--- config.mk ---
export PLATFORM = sky130hd
export DESIGN_NAME = spi_byte_engine_flat
export DESIGN_NICKNAME = d
export VERILOG_FILES = /design/src/rtl/spi_byte_engine_if.sv /design/src/rtl/spi_byte_engine.sv /design/src/flat_wrapper.sv
export SDC_FILE = /design/constraint.sdc
export NUM_CORES = 1
export LEC_CHECK = 0
export CORE_MARGIN = 4
export CORE_UTILIZATION = 25
export CTS_BUF_LIST = sky130_fd_sc_hd__clkbuf_8
export DETAILED_ROUTE_END_ITERATION = 10
export PLACE_DENSITY = 0.43
export SETUP_SLACK_MARGIN = 0.5
export SLEW_MARGIN = 30
export SYNTH_ARGS = -nofsm -noshare
export SYNTH_HDL_FRONTEND = slang
export SYNTH_SLANG_ARGS = --single-unit
export TNS_END_PERCENT = 10
--- constraint.sdc ---
create_clock -name clk_i -period 3.3 [get_ports clk_i]
set_clock_uncertainty 0.15 [all_clocks]
set_input_delay 0.495 -clock clk_i [delete_from_list [all_inputs] [get_ports clk_i]]
set_output_delay 0.495 -clock clk_i [all_outputs]
set_load 0.01 [all_outputs]
--- src/rtl/spi_byte_engine_if.sv ---
// Signal bundle between the ctrl-code decoder side and the SPI byte engine.
// The master modport drives requests and device lines; the slave modport is the engine.
interface spi_byte_engine_if #(
  parameter int DIVW = 4
);
  logic            start;
  logic [7:0]      txd;
  logic [DIVW-1:0] div;
  logic            cpol;
  logic [1:0]      nss;
  logic [2:0]      miso;
  logic            bb_sck;
  logic            bb_mosi;
  logic            sck;
  logic            mosi;
  logic            busy;
  logic            done;
  logic [7:0]      rxd;

  modport master (
    output start, txd, div, cpol, nss, miso, bb_sck, bb_mosi,
    input  sck, mosi, busy, done, rxd
  );

  modport slave (
    input  start, txd, div, cpol, nss, miso, bb_sck, bb_mosi,
    output sck, mosi, busy, done, rxd
  );
endinterface

--- src/rtl/spi_byte_engine.sv ---
// CPHA=0 SPI byte shifter: one START shifts eight bits MSB first; when idle,
// SCK/MOSI pass the software bit-bang levels through with one cycle of latency.
module spi_byte_engine #(
  parameter int DIVW = 4
) (
  input logic               clk_i,
  input logic               rst_ni,
  spi_byte_engine_if.slave  bus
);

  localparam logic [1:0] ST_IDLE = 2'd0;
  localparam logic [1:0] ST_LOW  = 2'd1;
  localparam logic [1:0] ST_HIGH = 2'd2;

  logic [1:0]      state_q,  state_d;
  logic [7:0]      shreg_q,  shreg_d;
  logic [7:0]      rxd_q,    rxd_d;
  logic [2:0]      bitcnt_q, bitcnt_d;
  logic [DIVW-1:0] divcnt_q, divcnt_d;
  logic [DIVW-1:0] div_q,    div_d;
  logic            cpol_q,   cpol_d;
  logic            sck_q,    sck_d;
  logic            mosi_q,   mosi_d;
  logic            busy_q,   busy_d;
  logic            done_q,   done_d;
  logic            misox;

  // nSS=2'b11 (no software select) routes the third device line.
  assign misox = (bus.miso[0] & ~bus.nss[0]) |
                 (bus.miso[1] & ~bus.nss[1]) |
                 (bus.miso[2] &  bus.nss[0] & bus.nss[1]);

  always_comb begin
    // NOTE: every variable starts from its held value so no path leaves it unassigned (no latches).
    state_d  = state_q;
    shreg_d  = shreg_q;
    rxd_d    = rxd_q;
    bitcnt_d = bitcnt_q;
    divcnt_d = divcnt_q;
    div_d    = div_q;
    cpol_d   = cpol_q;
    sck_d    = sck_q;
    mosi_d   = mosi_q;
    busy_d   = busy_q;
    done_d   = 1'b0;

    case (state_q)
      ST_IDLE: begin
        sck_d  = bus.bb_sck;
        mosi_d = bus.bb_mosi;
        if (bus.start) begin
          shreg_d  = bus.txd;
          bitcnt_d = 3'd7;
          divcnt_d = bus.div;
          div_d    = bus.div;
          cpol_d   = bus.cpol;
          sck_d    = bus.cpol;
          mosi_d   = bus.txd[7];
          busy_d   = 1'b1;
          state_d  = ST_LOW;
        end
      end

      ST_LOW: begin
        if (divcnt_q != '0) begin
          divcnt_d = divcnt_q - DIVW'(1);
        end else begin
          // Leading edge: sample the selected device line.
          sck_d    = ~cpol_q;
          shreg_d  = {shreg_q[6:0], misox};
          divcnt_d = div_q;
          state_d  = ST_HIGH;
        end
      end

      ST_HIGH: begin
        if (divcnt_q != '0) begin
          divcnt_d = divcnt_q - DIVW'(1);
        end else begin
          sck_d = cpol_q;
          if (bitcnt_q != 3'd0) begin
            bitcnt_d = bitcnt_q - 3'd1;
            mosi_d   = shreg_q[7];
            divcnt_d = div_q;
            state_d  = ST_LOW;
          end else begin
            rxd_d   = shreg_q;
            done_d  = 1'b1;
            busy_d  = 1'b0;
            state_d = ST_IDLE;
          end
        end
      end

      default: state_d = ST_IDLE;
    endcase
  end

  // NOTE: state registers use non-blocking assignment so all of them update from pre-edge values.
  always_ff @(posedge clk_i) begin
    if (!rst_ni) begin
      state_q  <= ST_IDLE;
      shreg_q  <= '0;
      rxd_q    <= '0;
      bitcnt_q <= '0;
      divcnt_q <= '0;
      div_q    <= '0;
      cpol_q   <= 1'b0;
      sck_q    <= 1'b0;
      mosi_q   <= 1'b0;
      busy_q   <= 1'b0;
      done_q   <= 1'b0;
    end else begin
      state_q  <= state_d;
      shreg_q  <= shreg_d;
      rxd_q    <= rxd_d;
      bitcnt_q <= bitcnt_d;
      divcnt_q <= divcnt_d;
      div_q    <= div_d;
      cpol_q   <= cpol_d;
      sck_q    <= sck_d;
      mosi_q   <= mosi_d;
      busy_q   <= busy_d;
      done_q   <= done_d;
    end
  end

  assign bus.sck  = sck_q;
  assign bus.mosi = mosi_q;
  assign bus.busy = busy_q;
  assign bus.done = done_q;
  assign bus.rxd  = rxd_q;

endmodule

--- src/flat_wrapper.sv ---
// flat-port wrapper written by rule: the top's interface ports become plain ports
module spi_byte_engine_flat 
#(
  parameter int DIVW = 4
)
  (clk_i, rst_ni, bus_start, bus_txd, bus_div, bus_cpol, bus_nss, bus_miso, bus_bb_sck, bus_bb_mosi, bus_sck, bus_mosi, bus_busy, bus_done, bus_rxd);
  spi_byte_engine_if #(.DIVW(DIVW)) bus_i ();
  input logic clk_i;
  input logic rst_ni;
  input wire logic [$bits(bus_i.start)-1:0] bus_start;
  input wire logic [$bits(bus_i.txd)-1:0] bus_txd;
  input wire logic [$bits(bus_i.div)-1:0] bus_div;
  input wire logic [$bits(bus_i.cpol)-1:0] bus_cpol;
  input wire logic [$bits(bus_i.nss)-1:0] bus_nss;
  input wire logic [$bits(bus_i.miso)-1:0] bus_miso;
  input wire logic [$bits(bus_i.bb_sck)-1:0] bus_bb_sck;
  input wire logic [$bits(bus_i.bb_mosi)-1:0] bus_bb_mosi;
  output wire logic [$bits(bus_i.sck)-1:0] bus_sck;
  output wire logic [$bits(bus_i.mosi)-1:0] bus_mosi;
  output wire logic [$bits(bus_i.busy)-1:0] bus_busy;
  output wire logic [$bits(bus_i.done)-1:0] bus_done;
  output wire logic [$bits(bus_i.rxd)-1:0] bus_rxd;
  assign bus_i.start = bus_start;
  assign bus_i.txd = bus_txd;
  assign bus_i.div = bus_div;
  assign bus_i.cpol = bus_cpol;
  assign bus_i.nss = bus_nss;
  assign bus_i.miso = bus_miso;
  assign bus_i.bb_sck = bus_bb_sck;
  assign bus_i.bb_mosi = bus_bb_mosi;
  assign bus_sck = bus_i.sck;
  assign bus_mosi = bus_i.mosi;
  assign bus_busy = bus_i.busy;
  assign bus_done = bus_i.done;
  assign bus_rxd = bus_i.rxd;
  spi_byte_engine #(.DIVW(DIVW)) u_core (.clk_i(clk_i), .rst_ni(rst_ni), .bus(bus_i));
endmodule
==> results_dict.tcl <==
set metrics [dict create \
    antenna_found_initial 0 \
    syn_area_per_cell_um2 8.822 \
    grt_pass1_vias 1419 \
    fin_ws_ps 1098 \
    synth_compound_area_frac 0.2109 \
    nNetsFinal 260 \
    grt_usage 0.1041 \
    switching_share 0.3265 \
    place.gp.congestion 0.6921 \
    switching_power_mw 0.3767 \
    setup-violations-final 0 \
    num_rows 30 \
    synth.net_count 227 \
    die-area_mm2 0.008349 \
    num_antenna_cells 0 \
    crit_required_ps 3350 \
    whs_path_depth 2 \
    area_growth_pct 27.29 \
    cts-htree-levels 2 \
    finalCritPeriodShare 0.6674 \
    firstDrtPassIters 4 \
    critPathKind "in2reg" \
    slew_viol_final 0 \
    power.leakage_nw 0.8089 \
    synth_fa_ha_area_frac 0.05040 \
    wl_per_cell_um 13.40 \
    postCtsHoldBufs 0 \
    clkTransAtPathRegs_ps 70 \
    dp_slack_ps 779.8 \
    yosysWarningCount 0 \
    relSlewSlack 0.5784 \
    max_stage_delay_ps 770 \
    tightest_slew_ps 632.4 \
    p_seq_frac 0.436 \
    dp_cells 303 \
    clock-sinks 34 \
    gr-usage-met2 0.1447 \
    critPathMaxFanout 16 \
    place_hpwl_mm 3.093 \
    post-cts-setup-buffers 0 \
    synth_top_family_by_area "compound AO/OA/AOI/OAI gates" \
    vias 1483 \
    crit_family "buffers and inverters" \
    start_kind "primary input" \
    io_buffers 34 \
    clock-root-buffer "clkbuf_8" \
    initial_core_util 0.2572 \
    p_comb_frac 0.282 \
    cp-end-kind "register" \
    synthesis.area_mm2 0.001738 \
    cts_resized 0 \
    via_per_inst 4.768 \
    remaining_drc_errors 0 \
    grt_busiest_layer "met1" \
    yosysUniqueCellTypes 41 \
    cts-buffers-inserted 5 \
    cap_violations 0 \
    core_mm2 0.006756 \
    met1_usage 0.1497 \
    grt_max_degree 17 \
    crit_arrival_ps 2250 \
    syn_inst 197 \
    path_cells "clkdlybuf4s50_1, nor2b_2, a21oi_2, nor2_1, a211oi_1" \
    drive_above_1_share 0.07792 \
    slowest_stage "clkdlybuf4s50_1" \
    critPathBufInv 1 \
    drt_iter0_markers 96 \
    clk_latency_ps 280 \
    instances_no_fill 311 \
    routed_wl_mm 4.168 \
    synth-xor-area-share 0 \
    report.final.hold_viol_count 0 \
    synth-seq-cells 34 \
    power_frac_clock 0.281 \
    cp.depth 5 \
    yosys.area_share.simple 0.2045 \
    cts_max_path_buffers 2 \
    synth.area.mux_share 0.07487 \
    overflow 0 \
    global_route.usage.met3 0.03397 \
    rsz0062_at_grt "false" \
    ys_seq_area_frac 0.3916 \
    rr_worst_depth 6 \
    ioPinCount 35 \
    clock.fmax_mhz 454.0 \
    peakVddDrop_uv 169.8 \
    p_per_area_mw_per_mm2 521.5 \
    die_y_um 91.38 \
    layout_common_cells "clkdlybuf4s50_1 (34), dfxtp_1 (34), nand2_1 (27)" \
    cts_tree "yes" \
    hold_path_class "reg2reg" \
    fin_crit_ps 2202 \
    setup_tns_ps 0 \
    status "finished, final reports clean" \
    postRouteAntennaNets 0 \
    internal_power_mw 0.7769 \
    grt_first_pass_wirelength_mm 7.010 \
    chipWidth_um 91.38 \
]
-- metrics by stage --
| stage | total power, mW | hold WS, ps | utilization | instance area [µm²] |
|---|---|---|---|---|
| 5_1_grt | 1.237 | 317.3 | 0.3274 | 2212 |
| 3_5_place_dp | 0.8413 | 300.1 | 0.3133 | 2117 |
| 4_1_cts | 1.175 | 311.0 | 0.3274 | 2212 |
| 6_report | 1.154 | 306.6 | 0.3274 | 2212 |
| 3_3_place_gp | 0.8436 | 294.0 | 0.3133 | 2117 |
| 2_1_floorplan | 0.7528 | 283.7 | - | 1738 |
-- sequential cells by signal (all words and copies together) (netlist names), 2 cells and up --
register and flops:
u_core.divcnt_q 4, u_core.div_q 4, u_core.bus.rxd 8, u_core.bitcnt_q 3, u_core.state_q 2, u_core.shreg_q 8
-- worst min-delay path: stages, from the launching register on --
cell and delay [ps]:
dfxtp_1 310, nand2_1 50, a21oi_1 50
-- area by class of cell --
class	instances	area [µm²]
fillers	744	4544
clock buffers	6	82.58
repair buffers	36	355.3
multi-input cells	142	939.7
clock inverters	2	12.51
flip-flops and latches	34	680.7
well taps	80	100.1
inverters	11	41.29
-- final timing paths --
kind | end | startpoint | slack, ps
max | u_core.shreg_q[7] | bus_start | 1100
min | u_core.bus.rxd[6] | u_core.bus.rxd[6] | 310
max reg2reg | u_core.shreg_q[7] | u_core.state_q[0] | 1160
min reg2reg | u_core.bus.rxd[6] | u_core.bus.rxd[6] | 310
-- power by group through the flow --
stage | Combinational, mW | Sequential, mW | Clock (mW)
5_1_grt | 0.370 | 0.510 | 0.357
6_report | 0.326 | 0.503 | 0.324
3_3_place_gp | 0.329 | 0.514 | 0
2_1_floorplan | 0.250 | 0.503 | 0
4_1_cts | 0.330 | 0.503 | 0.342
3_5_place_dp | 0.328 | 0.513 | 0
-- cells by family after synthesis --
kind of cell | Yosys count
adders and majority gates | 7
muxes | 13
AOI/OAI and AO/OA | 53
DFF | 34
and+or+nand+nor | 69
buffers and inverters | 21
-- layer usage --
| layer | routed length (µm) | share of wire |
|---|---|---|
| met1 | 2136 | 0.51 |
| met2 | 1751 | 0.42 |
| met3 | 233 | 0.056 |
| met4 | 46 | 0.011 |
| met5 | 0 | 0 |
-- cell usage after synthesis (all sizes together) --
cell / number / area (µm²)
dfxtp: 34 / 680.7
nand2: 27 / 101.4
a21oi: 18 / 93.84
nor2: 14 / 52.55
mux2i: 13 / 130.1
inv: 11 / 41.29
nand3: 9 / 45.04
o21ai: 9 / 45.04
a211oi: 7 / 52.55
buf: 7 / 55.05
ha: 7 / 87.58
nand2b: 6 / 37.54
a31oi: 4 / 25.02
clkbuf: 3 / 21.27
nand4: 3 / 18.77
nor2b: 3 / 21.27
o211a: 3 / 30.03
nor3: 2 / 26.28
o2111ai: 2 / 17.52
o211ai: 2 / 15.01
a22oi: 1 / 7.510
a311o: 1 / 11.26
a311oi: 1 / 26.28
nand4bb: 1 / 11.26
nor3b: 1 / 18.77
nor4: 1 / 6.260
o21a: 1 / 7.510
o21ba: 1 / 10.01
o221ai: 1 / 8.760
o31ai: 1 / 7.510
o32ai: 1 / 8.760
or2b: 1 / 7.510
or3b: 1 / 8.760
(Power assumes the default switching activity.)
